--- src/rtl/kanagawa_multi_fifo_monitor_pkg.sv ---
// Shared types and defaults for the multi-FIFO monitor.
// Error codes are shared by the first-error record and the bench.
package kanagawa_fifo_monitor_pkg;

    typedef enum logic [1:0] {
        ERR_NONE      = 2'd0,
        ERR_OVERFLOW  = 2'd1,
        ERR_UNDERFLOW = 2'd2
    } fifo_err_t;

    localparam int DEFAULT_TS_WIDTH = 32;

endpackage

--- src/rtl/kanagawa_multi_fifo_monitor_channel.sv ---
// One monitored FIFO: sticky overflow/underflow flags, shadow occupancy and high-water mark.
// The interface is level-based only (no valid/ready handshake): every input is sampled each clk edge.
module kanagawa_fifo_monitor_channel
    import kanagawa_fifo_monitor_pkg::*;
#(
    parameter int DEPTH = 32,
    parameter int OCC_W = $clog2(DEPTH + 1)
) (
    input  logic             clk,
    input  logic             rst_n,
    input  logic             full,
    input  logic             wren,
    input  logic             empty,
    input  logic             rden,
    input  logic             clear,
    output logic             ovf_evt,
    output logic             unf_evt,
    output logic             overflow,
    output logic             underflow,
    output logic [OCC_W-1:0] occ,
    output logic [OCC_W-1:0] hwm
);

    localparam logic [OCC_W-1:0] DEPTH_V = OCC_W'(DEPTH);

    logic             acc_wr;
    logic             acc_rd;
    logic [OCC_W-1:0] occ_next;

`ifdef NO_DYNAMIC_ASSERTS
    assign ovf_evt = 1'b0;
    assign unf_evt = 1'b0;
`else
    assign ovf_evt = full & wren;
    assign unf_evt = empty & rden;
`endif

    assign acc_wr = wren & ~full;
    assign acc_rd = rden & ~empty;

    always_comb begin
        occ_next = occ;
        if (acc_wr && !acc_rd && occ != DEPTH_V)
            occ_next = occ + OCC_W'(1);
        else if (acc_rd && !acc_wr && occ != '0)
            occ_next = occ - OCC_W'(1);
    end

    // A clear re-arms the HWM from where the FIFO is heading, not from zero.
    always_ff @(posedge clk or negedge rst_n) begin
        if (!rst_n) begin
            overflow  <= 1'b0;
            underflow <= 1'b0;
            occ       <= '0;
            hwm       <= '0;
        end else begin
            occ <= occ_next;
            if (clear) begin
                overflow  <= ovf_evt;
                underflow <= unf_evt;
                hwm       <= occ_next;
            end else begin
                overflow  <= overflow | ovf_evt;
                underflow <= underflow | unf_evt;
                if (occ_next > hwm)
                    hwm <= occ_next;
            end
        end
    end

endmodule

--- src/rtl/kanagawa_multi_fifo_monitor.sv ---
// Monitors NUM_CHANNELS FIFOs: sticky error flags, first-error capture with timestamp,
// and a registered per-channel occupancy/high-water-mark query port.
module kanagawa_multi_fifo_monitor
    import kanagawa_fifo_monitor_pkg::*;
#(
    parameter int NUM_CHANNELS = 4,
    parameter int DEPTH        = 32,
    parameter int TS_WIDTH     = DEFAULT_TS_WIDTH,
    parameter int SEL_W        = (NUM_CHANNELS > 1) ? $clog2(NUM_CHANNELS) : 1,
    parameter int OCC_W        = $clog2(DEPTH + 1)
) (
    input  logic                    clk,
    input  logic                    rst_n,
    input  logic [NUM_CHANNELS-1:0] full_in,
    input  logic [NUM_CHANNELS-1:0] wren_in,
    input  logic [NUM_CHANNELS-1:0] empty_in,
    input  logic [NUM_CHANNELS-1:0] rden_in,
    input  logic                    clear_in,
    input  logic [SEL_W-1:0]        sel_in,
    output logic [NUM_CHANNELS-1:0] overflow_out,
    output logic [NUM_CHANNELS-1:0] underflow_out,
    output logic                    error_out,
    output logic                    first_valid_out,
    output logic [SEL_W-1:0]        first_chan_out,
    output fifo_err_t               first_type_out,
    output logic [TS_WIDTH-1:0]     first_ts_out,
    output logic [OCC_W-1:0]        occ_out,
    output logic [OCC_W-1:0]        hwm_out
);

    logic [NUM_CHANNELS-1:0] ovf_vec;
    logic [NUM_CHANNELS-1:0] unf_vec;
    logic [OCC_W-1:0]        occ_arr [NUM_CHANNELS];
    logic [OCC_W-1:0]        hwm_arr [NUM_CHANNELS];
    logic [TS_WIDTH-1:0]     ts;
    logic                    any_evt;
    logic [SEL_W-1:0]        evt_chan;
    fifo_err_t               evt_type;
    logic [OCC_W-1:0]        occ_sel;
    logic [OCC_W-1:0]        hwm_sel;

    for (genvar g = 0; g < NUM_CHANNELS; g++) begin : g_chan
        kanagawa_fifo_monitor_channel #(
            .DEPTH (DEPTH),
            .OCC_W (OCC_W)
        ) u_chan (
            .clk       (clk),
            .rst_n     (rst_n),
            .full      (full_in[g]),
            .wren      (wren_in[g]),
            .empty     (empty_in[g]),
            .rden      (rden_in[g]),
            .clear     (clear_in),
            .ovf_evt   (ovf_vec[g]),
            .unf_evt   (unf_vec[g]),
            .overflow  (overflow_out[g]),
            .underflow (underflow_out[g]),
            .occ       (occ_arr[g]),
            .hwm       (hwm_arr[g])
        );
    end

    assign any_evt   = |(ovf_vec | unf_vec);
    assign error_out = (|overflow_out) | (|underflow_out);

    // Scan high-to-low so the lowest offending channel wins; overflow beats underflow.
    always_comb begin
        evt_chan = '0;
        evt_type = ERR_NONE;
        for (int i = NUM_CHANNELS - 1; i >= 0; i--) begin
            if (ovf_vec[i] || unf_vec[i]) begin
                evt_chan = SEL_W'(i);
                evt_type = ovf_vec[i] ? ERR_OVERFLOW : ERR_UNDERFLOW;
            end
        end
    end

    always_comb begin
        occ_sel = '0;
        hwm_sel = '0;
        for (int i = 0; i < NUM_CHANNELS; i++) begin
            if (int'(sel_in) == i) begin
                occ_sel = occ_arr[i];
                hwm_sel = hwm_arr[i];
            end
        end
    end

    always_ff @(posedge clk or negedge rst_n) begin
        if (!rst_n) begin
            ts              <= '0;
            first_valid_out <= 1'b0;
            first_chan_out  <= '0;
            first_type_out  <= ERR_NONE;
            first_ts_out    <= '0;
            occ_out         <= '0;
            hwm_out         <= '0;
        end else begin
            ts      <= ts + TS_WIDTH'(1);
            occ_out <= occ_sel;
            hwm_out <= hwm_sel;
            // An event coincident with clear becomes the new first error.
            if ((clear_in || !first_valid_out) && any_evt) begin
                first_valid_out <= 1'b1;
                first_chan_out  <= evt_chan;
                first_type_out  <= evt_type;
                first_ts_out    <= ts;
            end else if (clear_in) begin
                first_valid_out <= 1'b0;
                first_chan_out  <= '0;
                first_type_out  <= ERR_NONE;
                first_ts_out    <= '0;
            end
        end
    end

endmodule

--- config.mk ---
export PLATFORM = sky130hd
export DESIGN_NAME = kanagawa_multi_fifo_monitor
export DESIGN_NICKNAME = d
export VERILOG_FILES = /design/src/rtl/kanagawa_multi_fifo_monitor_pkg.sv /design/src/rtl/kanagawa_multi_fifo_monitor_channel.sv /design/src/rtl/kanagawa_multi_fifo_monitor.sv
export SDC_FILE = /design/constraint.sdc
export NUM_CORES = 1
export LEC_CHECK = 0
export BUFFER_PORTS_ARGS = -buffer_cell sky130_fd_sc_hd__buf_4
export CAP_MARGIN = 10
export CELL_PAD_IN_SITES_DETAIL_PLACEMENT = 0
export CELL_PAD_IN_SITES_GLOBAL_PLACEMENT = 1
export CORE_ASPECT_RATIO = 1.25
export CORE_MARGIN = 1.5
export CORE_UTILIZATION = 50
export DETAILED_ROUTE_END_ITERATION = 10
export HOLD_SLACK_MARGIN = 0.15
export PLACE_DENSITY_LB_ADDON = 0.1
export SYNTH_ARGS = -nofsm -noshare
export SYNTH_HDL_FRONTEND = slang
export SYNTH_SLANG_ARGS = --single-unit
export TNS_END_PERCENT = 5
--- constraint.sdc ---
create_clock -name clk -period 8.8 [get_ports clk]
set_input_delay 0.44 -clock clk [delete_from_list [all_inputs] [get_ports clk]]
set_output_delay 0.44 -clock clk [all_outputs]
set_load 0.01 [all_outputs]
======== Word level (Yosys, flattened, before mapping) ========
Cells that the tools add are included.
cells by class
  add/subtract/negate cells ............... 9
  $mul .................................... 0
  divide/modulo/power cells ............... 0
  magnitude comparators ................... 4
  eq/ne operators ......................... 7
  shift-type cells ........................ 0
  multiplexer cells ....................... 51
  bitwise logic cells ..................... 34
  reductions and logical operators ........ 44
operators with widths
  cell                                              number
  2-to-1 mux 6 bit                                  24
  2-to-1 mux 32 bit                                 2
  adder 32 x 1 -> 32 bit, second input constant     1
  2-to-1 mux 2 bit                                  15
  adder 6 x 1 -> 6 bit, second input constant       4
  > comparator 6 bit                                4
  inequality test 6 bit, second input constant      4
  nonzero test 6 bit                                4
  subtractor 6 x 1 -> 6 bit, second input constant  4
  logical AND 1 bit                                 17
  bitwise AND 1 bit                                 16
  OR reduction 4 bit                                3
  2-to-1 mux 1 bit                                  10
  nonzero test 2 bit                                5
  logical NOT 1 bit                                 9
  OR 1 bit                                          9
  NOT 1 bit                                         8
  logical OR 1 bit                                  5
  == test 2 bit, second input constant              2
  OR 4 bit                                          1
  == test 2 x 1 -> 1 bit, second input constant     1
  logical NOT 2 bit                                 1
word-level totals
  bits in registers ....................... 137
  latch bits .............................. 0
  bits in writable memories ............... 0
  memory bits (read-only) ................. 0
  input bits .............................. 21
  output and inout port bits .............. 58
  memories ................................ 0

======== Longest topological paths before layout ========
Gate-level depths: netlist (run 1).
  depth in word-level cells ............... 10
  mapped depth ............................ 13
  gate-level depth less buffers ........... 13

======== Hierarchy ========
Synthesis (run 1) repeated with hierarchy kept, for this count alone.
second synthesis, totals
  cells, all modules ...................... 724
  area, all modules ....................... 7586.0 µm²
modules (own cells, without submodules)
  module                                                 times used  cells an instance  area an instance (µm²)  seq. area each (µm²)
  kanagawa_multi_fifo_monitor                            1           324                3661.0                  2026.9
  kanagawa_fifo_monitor_channel at g_chan[0].u_chan ...  3           99                 979.7                   350.3
  kanagawa_fifo_monitor_channel at g_chan[3].u_chan      1           103                985.9                   350.3

======== Least setup slack after synthesis (run 1) ========
No wires, ideal clock.
  kind .................................... reg2reg
  from .................................... register g_chan[0].u_chan.occ[1]
  to ...................................... register g_chan[0].u_chan.hwm[0]
  arrival time ............................ 3.045 ns
  data required time ...................... 8.675 ns
  setup slack ............................. 5.631 ns
  stages on the path, launching flop included .. 11
  buffers on the path ..................... 0
  clock period less this slack ............ 3.169 ns
  cells stage by stage .................... dfrtp_1 > inv_1 > ha_1 > or4b_4 > o2111ai_1 > a221oi_1 > a31o_2 > ha_1 > nand4_1 > o31ai_1 > mux2_2
between the ends
  word-level cells in the longest chain between the ends .. 6
  elaborated cells on any way between the ends .. 12
  those cells by class .................... add/sub: 2; order compare: 1; eq/ne: 1; mux: 4; reduce/logical: 4
ends and longest elaborated chain
  item                                                               line                                       source
  start: declaration                                                 kanagawa_multi_fifo_monitor_channel.sv:20  output logic [OCC_W-1:0] occ,
  start signal: assignment                                           kanagawa_multi_fifo_monitor_channel.sv:57  occ <= occ_next;
  branches (longest 3 deep; another with subtractor 6 x 1 -> 6 bit)  -
  2-to-1 mux 6 bit *                                                 kanagawa_multi_fifo_monitor_channel.sv:43  if (acc_wr && !acc_rd && occ != DEPTH_V)
  net g_chan[0].u_chan.occ_next[2]                                   kanagawa_multi_fifo_monitor_channel.sv:28  logic [OCC_W-1:0] occ_next;
  > comparator 6 bit *                                               kanagawa_multi_fifo_monitor_channel.sv:65  if (occ_next > hwm)
  nonzero test 2 bit (no line) *                                     -
  end signal: assignment                                             kanagawa_multi_fifo_monitor_channel.sv:61  hwm <= occ_next;
  end signal: assignment                                             kanagawa_multi_fifo_monitor_channel.sv:66  hwm <= occ_next;
  end: declaration                                                   kanagawa_multi_fifo_monitor_channel.sv:21  output logic [OCC_W-1:0] hwm
Mark *: on every way through the listed nets, which the timed path passes. The select of a mux whose other input is x is not followed.
A chain may end at the register's enable or synchronous reset.

======== Worst setup path in the final report (run 1) ========
  from .................................... register g_chan[2].u_chan.occ[1]
  to ...................................... register g_chan[2].u_chan.hwm[0]
between the ends
  word-level cells in the longest chain between the ends .. 6
  elaborated cells on any way between the ends .. 12
  those cells by class .................... add/sub: 2; order compare: 1; eq/ne: 1; mux: 4; reduce/logical: 4
ends and longest elaborated chain
  item                                                               line
  start: declaration                                                 kanagawa_multi_fifo_monitor_channel.sv:20
  start signal: assignment                                           kanagawa_multi_fifo_monitor_channel.sv:57
  branches (longest 3 deep; another with subtractor 6 x 1 -> 6 bit)  -
  2-to-1 mux 6 bit *                                                 kanagawa_multi_fifo_monitor_channel.sv:43
  net g_chan[2].u_chan.occ_next[1]                                   kanagawa_multi_fifo_monitor_channel.sv:28
  > comparator 6 bit *                                               kanagawa_multi_fifo_monitor_channel.sv:65
  nonzero test 2 bit (no line) *                                     -
  end signal: assignment                                             kanagawa_multi_fifo_monitor_channel.sv:61
  end signal: assignment                                             kanagawa_multi_fifo_monitor_channel.sv:66
  end: declaration                                                   kanagawa_multi_fifo_monitor_channel.sv:21
Marks and branches as above.

==> results.py, run 1 <==
metrics = {
    "die": {
        "dieWidth_um": 111,
        "boundaryPins": 79,
        "chipHeight_um": 138,
        "num_rows": 49,
        "core-area_um2": 14300,
        "dieArea_um2": 15300,
        "initial_core_util_pct": 50.9,
    },
    "pwr": {
        "p_comb_share_pct": 34.3,
        "switching_share_pct": 35.0,
        "internal_power_mw": 1.69,
        "p_leak_nw": 3.97,
        "clockPowerShare_pct": 27.9,
        "p_sw_uw": 912,
        "power_density_nw_per_um2": 304,
        "ir_drop_uv": 194,
        "seqPwrFrac_pct": 37.8,
    },
    "status": {
        "status": "finished, final reports clean",
    },
    "yosys": {
        "yosysSeqAreaShare_pct": 47.0,
        "yosysWarnings": 0,
        "syn_nets": 757,
        "postSynthAreaPerCell_um2": 10.4,
        "synth-seq-cells": 137,
        "postSynthCellCount": 699,
        "syn-cell-area_um2": 7300,
        "synth_cell_types": 67,
        "synth_edf_count": 0,
        "synthFlopType": "dfrtp_1",
        "async_flop_share_pct": 100,
    },
    "finish": {
        "instances_no_fill": 954,
        "diodes": 0,
        "drive_gt1_share_pct": 20.4,
        "area_growth_pct": 17.4,
        "fin_nets": 821,
    },
    "routing": {
        "drtPass1Iterations": 4,
        "drc": 0,
        "via_count": 5316,
        "drt-initial-drc-count": 220,
        "wl_per_cell_um": 17.6,
        "routed_wl_mm": 16.8,
        "final_antenna_net_count": 0,
        "routed_via_density": 5.57,
    },
    "timing": {
        "final_hold_viol_count": 0,
        "period_needed_ps": 3600,
        "setup_tns_ps": 0,
        "rsz0062_at_grt": "false",
        "max_slew_margin_pct": 39.8,
        "fin_crit_sh_pct": 40.9,
        "worst_slew_pin_slew_ps": 896,
        "max_freq_mhz": 278,
        "setup_violations": 0,
        "slew_violations": 0,
        "finalClockSkew_ps": 11.6,
    },
    "placement": {
        "port_buffers": 78,
        "dp_hpwl_mm": 12.0,
        "dp.cells": 921,
        "gp_congestion": 0.893,
    },
    "clock_network": {
        "cts_resized": 0,
        "cts_max_level": 4,
        "cts_tree": "done",
        "clk_path_buf_depth": 2,
        "numCtsBuffers": 17,
        "clk_pin_slew_ps": 60,
        "clock_latency_ps": 420,
        "cts_sinks": 137,
        "cts_root_buf": "clkbuf_16",
    },
    "setup_path": {
        "critPathMaxStageDelay_ps": 500,
        "critPathMaxFanout": 7,
        "crit_required_ps": 9110,
        "worstSetupPathType": "register to register",
        "critPathArrivalTime_ps": 3910,
        "endpoint_kind": "register",
        "critPathSlowestCell": "nor4b_1",
        "worstSetupStartpointType": "register",
        "path_cells": "inv_1 -> ha_1 -> nor4b_1 -> a211oi_1 -> o21bai_1 -> o22ai_1 -> ha_1 -> nor2b_1 -> o21ai_0 -> a21oi_1 -> o21bai_1 -> mux2_2",
    },
    "hold_path": {
        "hold_path.class": "input port to register",
    },
    "global_routing": {
        "antenna_found_initial": 0,
        "grtUsageTotal_pct": 22.6,
        "globalRouteOverflowTotal": 0,
        "grt_pass1_vias": 5295,
        "grt_pass1_wl_mm": 27.3,
        "grt_max_degree": 75,
    },
    "flow_run": {
        "cap_viol_max_count": 0,
    },
}
what timing repair did:
action / 4_1_cts / 5_1_grt
setup buffers: 0 / 0
endpoints found under the hold margin: 73 / 0
hold buffers: 1 / 0
metrics by stage:
step | area, um^2 | worst slack [ps] | total power, mW | hold slack (ps) | utilization (%)
2_1_floorplan | 7300 | 5630 | 1.60 | 144 | -
3_3_place_gp | 7950 | 5220 | 1.85 | 462 | 55.4
3_5_place_dp | 7950 | 5200 | 1.88 | 469 | 55.4
4_1_cts | 8560 | 5160 | 2.62 | 248 | 59.7
5_1_grt | 8560 | 4800 | 2.78 | 283 | 59.7
6_report | 8560 | 5200 | 2.60 | 253 | 59.7
logic make-up after synthesis:
group	Yosys count	share of synthesized area, %
xor+xnor	42	5.04
compound gates	125	11.2
buf+inv	89	5.28
mux	38	7.70
flops	137	47.0
simple gates	231	17.4
fa+ha+maj	37	6.35
critical path: cells and delay by family (launching register included):
kind / cells / cell delay (ps)
simple gates: 2 / 630
mux: 1 / 400
fa+ha+maj: 2 / 490
flops: 1 / 460
buf+inv: 1 / 110
compound gates: 6 / 1390
final timing paths:
kind	start	end	slack (ps)	cells past startpoint
max	g_chan[2].u_chan.occ[1]	g_chan[2].u_chan.hwm[0]	5200	12
min	rden_in[3]	g_chan[3].u_chan.underflow	250	3
max reg2reg	g_chan[2].u_chan.occ[1]	g_chan[2].u_chan.hwm[0]	5200	12
min reg2reg	ts[31]	ts[31]	480	1
max in group asynchronous	rst_n	first_ts_out[21]	6870	3
min in group asynchronous	rst_n	first_ts_out[26]	620	2
cell type report:
class / instances / area (um^2)
Inverter: 53 / 199
Clock buffer: 21 / 460
Fill cell: 1233 / 5780
Multi-Input combinational cell: 473 / 3490
Timing Repair Buffer: 81 / 614
Tap cell: 178 / 223
Clock inverter: 11 / 146
Sequential cell: 137 / 3430
cell usage in the layout (no fill, tap or decap), types with 12 or more instances in the layout:
| cell | instances |
|---|---|
| dfrtp_1 | 137 |
| buf_4 | 79 |
| nand2_1 | 70 |
| inv_1 | 53 |
| nand2b_1 | 44 |
| o21ai_0 | 44 |
| ha_1 | 37 |
| nand3_1 | 28 |
| xnor2_1 | 26 |
| mux2_2 | 25 |
| clkbuf_16 | 17 |
| nor2_1 | 16 |
| xor2_1 | 16 |
| a21oi_1 | 15 |
| mux4_2 | 12 |
registers in the layout, summed over array words and instances (netlist names), 2 cells and up:
signal / count
g_chan.u_chan.overflow: 4
occ_out: 6
first_ts_out: 32
g_chan.u_chan.underflow: 4
ts: 32
first_chan_out: 2
hwm_out: 6
g_chan.u_chan.hwm: 24
first_type_out: 2
g_chan.u_chan.occ: 24
synth_stat cells, drive strengths merged (12+ instances only):
cell type / n / area [um^2]
dfrtp: 137 / 3430
nand2: 70 / 263
inv: 53 / 199
nand2b: 44 / 275
o21ai: 44 / 220
ha: 37 / 463
nand3: 28 / 140
xnor2: 26 / 228
mux2: 25 / 282
buf: 18 / 119
clkbuf: 18 / 67.6
nor2: 17 / 66.3
xor2: 16 / 140
a21oi: 15 / 75.1
mux4: 12 / 270
per-layer routing:
layer	global-route usage [%]	share of wire, %	wire length [um]	vias to the layer above
met3	3.86	2.4	395	19
met1	27.3	43	7200	2624
met4	8.66	1.7	280	0
met2	40.2	53	8880	86
met5	0	0	0	-
li1	-	-	-	2587
power by group through the flow:
stage,clock network (mW),logic [mW],registers [mW]
detailed placement,0,0.893,0.987
global placement,0,0.864,0.981
CTS,0.741,0.903,0.981
finish,0.728,0.892,0.984
floorplan,0,0.704,0.892
global route,0.771,1.01,1.00
Note: power is estimated with default switching activity, not from simulation.
==> run 2: changes to the inputs <==
Settings changed: CORE_UTILIZATION 50 to 47.
Clock period 8.8 ns to 3.7 ns, I/O delays scaled along.
==> run 2 against run 1 <==
Fmax grew 6.7%. Register-to-register slack lost 4900 ps. Sequential cell count is the same. Sequential power grew 130%. Largest power group unchanged. Combinational power grew to 2.5 times the previous value. Global-route usage shrank 0.39 points.
==> results.py, run 2 (synthesis gave the netlist of run 1 again) <==
metrics = {
    "status": {
        "status": "finished, final reports clean",
    },
    "clock_network": {
        "cts_root_buf": "clkbuf_16",
        "clk_path_buf_depth": 2,
        "cts_max_level": 4,
        "cts_sinks": 137,
        "numCtsBuffers": 17,
        "clk_pin_slew_ps": 60,
        "cts_tree": "done",
        "cts_setup_buffers": 0,
        "clock_latency_ps": 430,
    },
    "timing": {
        "rsz0062_at_grt": "false",
        "setup_violations": 0,
        "finalClockSkew_ps": 11.1,
        "slew_violations": 0,
        "final_hold_viol_count": 0,
        "max_slew_margin_pct": 39.4,
        "max_freq_mhz": 296,
        "setup_tns_ps": 0,
        "period_needed_ps": 3370,
        "fin_crit_sh_pct": 91.2,
        "setup_slack_ps": 327,
        "whs_ps": 188,
        "worst_slew_pin_slew_ps": 909,
    },
    "pwr": {
        "p_total_mw": 6.31,
        "seqPwrFrac_pct": 36.3,
        "internal_power_mw": 4.09,
        "ir_drop_uv": 430,
        "power_density_nw_per_um2": 713,
        "p_sw_mw": 2.21,
        "p_comb_share_pct": 36.0,
        "p_leak_nw": 4.06,
        "clockPowerShare_pct": 27.7,
        "switching_share_pct": 35.1,
    },
    "routing": {
        "final_antenna_net_count": 0,
        "drtPass1Iterations": 5,
        "wl_per_cell_um": 16.6,
        "routed_via_density": 5.36,
        "routed_wl_mm": 16.7,
        "drt-initial-drc-count": 196,
        "via_count": 5404,
        "drc": 0,
    },
    "setup_path": {
        "worstSetupStartpointType": "register",
        "critPathArrivalTime_ps": 3690,
        "critPathMaxFanout": 6,
        "ff2ff_path_depth": 13,
        "worstSetupPathType": "register to register",
        "crit_required_ps": 4020,
        "endpoint_kind": "register",
    },
    "finish": {
        "fin_nets": 846,
        "largestRegisters": "first_ts_out x32, ts x32",
        "diodes": 0,
        "fin_util_pct": 58.7,
        "most-common-layout-cells": "dfrtp_1, buf_4, nand2_1",
        "drive_gt1_share_pct": 21.2,
        "layout_commonest_cell": "dfrtp_1",
        "area_growth_pct": 21.3,
    },
    "die": {
        "num_rows": 50,
        "dieArea_um2": 16300,
        "core-area_um2": 15100,
        "chipHeight_um": 142,
        "dieWidth_um": 114,
        "initial_core_util_pct": 48.4,
        "boundaryPins": 79,
    },
    "placement": {
        "port_buffers": 78,
        "gp_congestion": 0.887,
        "dp_hpwl_mm": 11.9,
        "place_ws_ps": 154,
    },
    "global_routing": {
        "antenna_found_initial": 0,
        "grt_pass1_vias": 5464,
        "grtUsageTotal_pct": 22.2,
        "globalRouteOverflowTotal": 0,
        "grt_pass1_wl_mm": 27.5,
        "grt_max_degree": 101,
    },
    "hold_path": {
        "hold_depth": 4,
        "hold_path.class": "input port to register",
    },
    "flow_run": {
        "cap_viol_max_count": 0,
    },
}
==> run 2: cell count changes in the layout (fill, tap and decap cells not counted), sizes merged <==
cell and delta:
inv +2, clkinv -2, clkbuf -3, buf +8, dlygate4sd3 +17, clkinvlp +3
==> run 2: final timing paths <==
check | from | slack (ps) | to
worst max-delay path | g_chan[2].u_chan.occ[0] | 330 | g_chan[2].u_chan.hwm[2]
max in group asynchronous | rst_n | 2420 | first_ts_out[16]
worst min-delay path | rden_in[0] | 190 | first_chan_out[1]
worst min register to register | ts[31] | 480 | ts[31]
worst max register to register | g_chan[2].u_chan.occ[0] | 330 | g_chan[2].u_chan.hwm[2]
min in group asynchronous | rst_n | 440 | first_ts_out[27]
==> run 2: through the flow <==
step                      instances  instance area [um^2]
after floorplan                 699                  7300
after global placement          959                  8050
after detailed placement        959                  8050
after CTS                      1009                  8840
after global routing           1009                  8850
final                          1009                  8850
==> run 2: what timing repair did <==
| item | CTS | global route |
|---|---|---|
| hold buffers | 18 | 0 |
| gates resized for setup | 0 | 2 |
| setup endpoints to repair | 0 | 12 |
| endpoints found under the hold margin | 107 | 0 |
==> run 2: power by group through the flow <==
stage,Sequential [mW],Clock [mW],Combinational [mW]
2_1_floorplan,2.12,0,1.67
6_report,2.29,1.74,2.27
5_1_grt,2.34,1.85,2.54
3_3_place_gp,2.30,0,2.17
4_1_cts,2.29,1.78,2.27
3_5_place_dp,2.31,0,2.23
==> run 2: worst max-delay path, cell delays in order (launching register included) <==
cell,delay [ps]
dfrtp_1,470
inv_1,120
ha_1,190
or4b_4,490
o211a_1,250
nand2b_1,140
o22ai_1,270
ha_1,300
nor2b_1,130
o21ai_0,130
a21oi_1,80
o21bai_1,180
buf_4,160
mux2_2,330
==> run 2: layer usage <==
| layer | routed length (um) | vias up | global-route usage [%] |
|---|---|---|---|
| met1 | 7070 | 2647 | 26.3 |
| met4 | 463 | 0 | 9.28 |
| met2 | 8620 | 104 | 38.9 |
| li1 | - | 2627 | - |
| met3 | 586 | 26 | 4.68 |
| met5 | 0 | - | 0 |
==> run 2: layout make-up <==
type	instances	area [um^2]
clock buffer	18	439
inverter	53	199
multi-input combinational	473	3500
clock inverter	14	173
sequential	137	3430
fill	1311	6230
timing repair buffer	106	845
tap	208	260
==> run 3: changes to the inputs <==
Clock period 3.7 ns to 3.6 ns, I/O delays scaled along.
==> run 3 against run 2 <==
Via count grew 0.26%. Sequential share of layout area grew 0.17 points. Non-clock buffer count grew 1. Utilization shrank 0.26 points. Clock power shrank 5%. First-iteration DRC count grew 33%. Critical path depth is the same. Register-to-register slack lost 50 ps. Sequential cell count is the same. Clock-buffer cell count is the same. Setup slack lost 53 ps. Hold slack lost 16 ps. Critical path type unchanged. Critical endpoint is now g_chan[2].u_chan.hwm[4]. Largest cell class unchanged. Highest routed layer unchanged.
==> results.py, run 3 (synthesis gave the netlist of run 1 again) <==
metrics = {
    "finish": {
        "diodes": 0,
        "fin_util_pct": 58.4,
        "most-common-layout-cells": "dfrtp_1, buf_4, nand2_1",
        "nFillCells": 1321,
        "largestRegisters": "first_ts_out x32, ts x32",
        "layout_commonest_cell": "dfrtp_1",
        "drive_gt1_share_pct": 21.1,
        "fin_nets": 847,
        "area_growth_pct": 20.7,
    },
    "global_routing": {
        "grt_max_degree": 87,
        "grt_pass1_wl_mm": 28.0,
        "grtUsageTotal_pct": 22.4,
        "grt_pass1_vias": 5621,
        "antenna_found_initial": 0,
        "grt_use_met1_pct": 25.6,
        "globalRouteOverflowTotal": 0,
        "grt_use_met2_pct": 40.7,
        "use_met3_pct": 4.47,
        "busiest_layer": "met2",
    },
    "hold_path": {
        "hold_end": "first_chan_out[1]",
        "hold_path.class": "input port to register",
        "min_from": "wren_in[1]",
        "hold_depth": 4,
    },
    "timing": {
        "setup_violations": 0,
        "max_freq_mhz": 301,
        "whs_ps": 172,
        "max_slew_margin_pct": 36.1,
        "final_hold_viol_count": 0,
        "fin_crit_sh_pct": 92.4,
        "setup_slack_ps": 274,
        "setup_tns_ps": 0,
        "worst_slew_pin_slew_ps": 956,
        "finalClockSkew_ps": 7.04,
        "slew_violations": 0,
        "period_needed_ps": 3330,
        "rsz0062_at_grt": "false",
    },
    "routing": {
        "drt-initial-drc-count": 260,
        "final_antenna_net_count": 0,
        "via_count": 5418,
        "drc": 0,
        "routed_via_density": 5.38,
        "wl_per_cell_um": 16.5,
        "drtPass1Iterations": 4,
        "routed_wl_mm": 16.6,
    },
    "setup_path": {
        "r2r-end": "g_chan[2].u_chan.hwm[4]",
        "worstSetupStartpointType": "register",
        "critPathTopFamily": "compound AO/OA/AOI/OAI gates",
        "path_cells": "inv_1 -> ha_1 -> or4b_4 -> o211a_1 -> nand2b_1 -> o22ai_1 -> ha_1 -> nor2b_1 -> o21ai_0 -> a21oi_1 -> o21bai_1 -> buf_4 -> mux2_2",
        "crit_required_ps": 3900,
        "reg2reg_from": "g_chan[2].u_chan.occ[0]",
        "critPathSlowestCell": "or4b_4",
        "worstSetupPathType": "register to register",
        "ff2ff_path_depth": 13,
        "critPathArrivalTime_ps": 3630,
        "critPathMaxStageDelay_ps": 490,
        "critPathMaxFanout": 6,
        "path_common_cell": "ha_1",
        "endpoint_kind": "register",
        "r2r_setup_slack_ps": 270,
        "crit_buf_inv": 2,
    },
    "clock_network": {
        "cts_root_buf": "clkbuf_16",
        "cts_tree": "done",
        "cts_setup_buffers": 0,
        "cts_sinks": 137,
        "cts_max_level": 4,
        "numCtsBuffers": 17,
        "clock_latency_ps": 420,
        "clk_pin_slew_ps": 60,
        "clk_path_buf_depth": 2,
    },
    "die": {
        "initial_core_util_pct": 48.4,
        "dieWidth_um": 114,
        "chipHeight_um": 142,
        "num_rows": 50,
        "boundaryPins": 79,
        "dieArea_um2": 16300,
        "core-area_um2": 15100,
    },
    "placement": {
        "dp_hpwl_mm": 12.1,
        "port_buffers": 78,
        "place_ws_ps": 103,
        "gp_congestion": 0.888,
    },
    "pwr": {
        "p_sw_mw": 2.24,
        "p_total_mw": 6.36,
        "internal_power_mw": 4.12,
        "p_leak_nw": 4.05,
        "clockPowerShare_pct": 26.0,
        "power_density_nw_per_um2": 723,
        "seqPwrFrac_pct": 36.7,
        "switching_share_pct": 35.3,
        "ir_drop_uv": 439,
        "p_comb_share_pct": 37.3,
    },
    "flow_run": {
        "cap_viol_max_count": 0,
    },
    "status": {
        "status": "finished, final reports clean",
    },
}
## run 3: cell count changes in the layout (fill, tap and decap cells not counted), sizes merged
cell         change
clkinv           +1
dlygate4sd3      -1
inv              -2
bufinv           -1
buf              +2
## run 3: how the worst max path moves through the flow
stage                         endpoint  slack [ps]  depth (start not counted)                     from
2_1_floorplan  g_chan[0].u_chan.hwm[0]         430                         10  g_chan[0].u_chan.occ[1]
3_3_place_gp   g_chan[0].u_chan.hwm[4]         180                         10  g_chan[0].u_chan.occ[0]
3_5_place_dp   g_chan[0].u_chan.hwm[3]         100                         10  g_chan[0].u_chan.occ[0]
4_1_cts        g_chan[0].u_chan.hwm[5]          70                         10  g_chan[0].u_chan.occ[0]
5_1_grt        g_chan[2].u_chan.hwm[4]          20                         13  g_chan[2].u_chan.occ[0]
6_report       g_chan[2].u_chan.hwm[4]         270                         13  g_chan[2].u_chan.occ[0]
## run 3: worst reg2reg max path: stages (launching register included)
cell and delay [ps]:
dfrtp_1 460, inv_1 120, ha_1 180, or4b_4 490
o211a_1 250, nand2b_1 140, o22ai_1 240, ha_1 300
nor2b_1 130, o21ai_0 140, a21oi_1 80, o21bai_1 180
buf_4 160, mux2_2 320
## run 3: final cells by class
class | count | area, um^2 | area share (%)
multi-input cells | 473 | 3510 | 39.9
flip-flops and latches | 137 | 3430 | 38.9
repair buffers | 107 | 850 | 9.64
clock buffers | 18 | 429 | 4.87
well taps | 208 | 260 | 2.95
inverters | 53 | 199 | 2.26
clock inverters | 12 | 130 | 1.48
## run 3: what timing repair did
item,4_1_cts,5_1_grt
endpoints found under the setup margin,0,12
endpoints found under the hold margin,92,0
hold buffers,17,0
resized for setup,0,3
## run 3: metrics by stage
step	area (um^2)	cells
after CTS	8790	1008
after detailed placement	8060	961
final	8810	1008
after global placement	8060	961
after floorplan	7300	699
after global routing	8810	1008
## run 3: metal layers
| layer | wire length, um | vias up |
|---|---|---|
| met5 | 0 | - |
| met4 | 377 | 0 |
| met3 | 488 | 26 |
| li1 | - | 2644 |
| met1 | 6900 | 2639 |
| met2 | 8850 | 109 |
## run 3: power groups by stage
stage | Sequential [mW] | Combinational [mW] | Clock, mW
finish | 2.34 | 2.38 | 1.65
global route | 2.39 | 2.68 | 1.76
CTS | 2.34 | 2.37 | 1.69
detailed placement | 2.36 | 2.34 | 0
global placement | 2.35 | 2.26 | 0
floorplan | 2.18 | 1.72 | 0
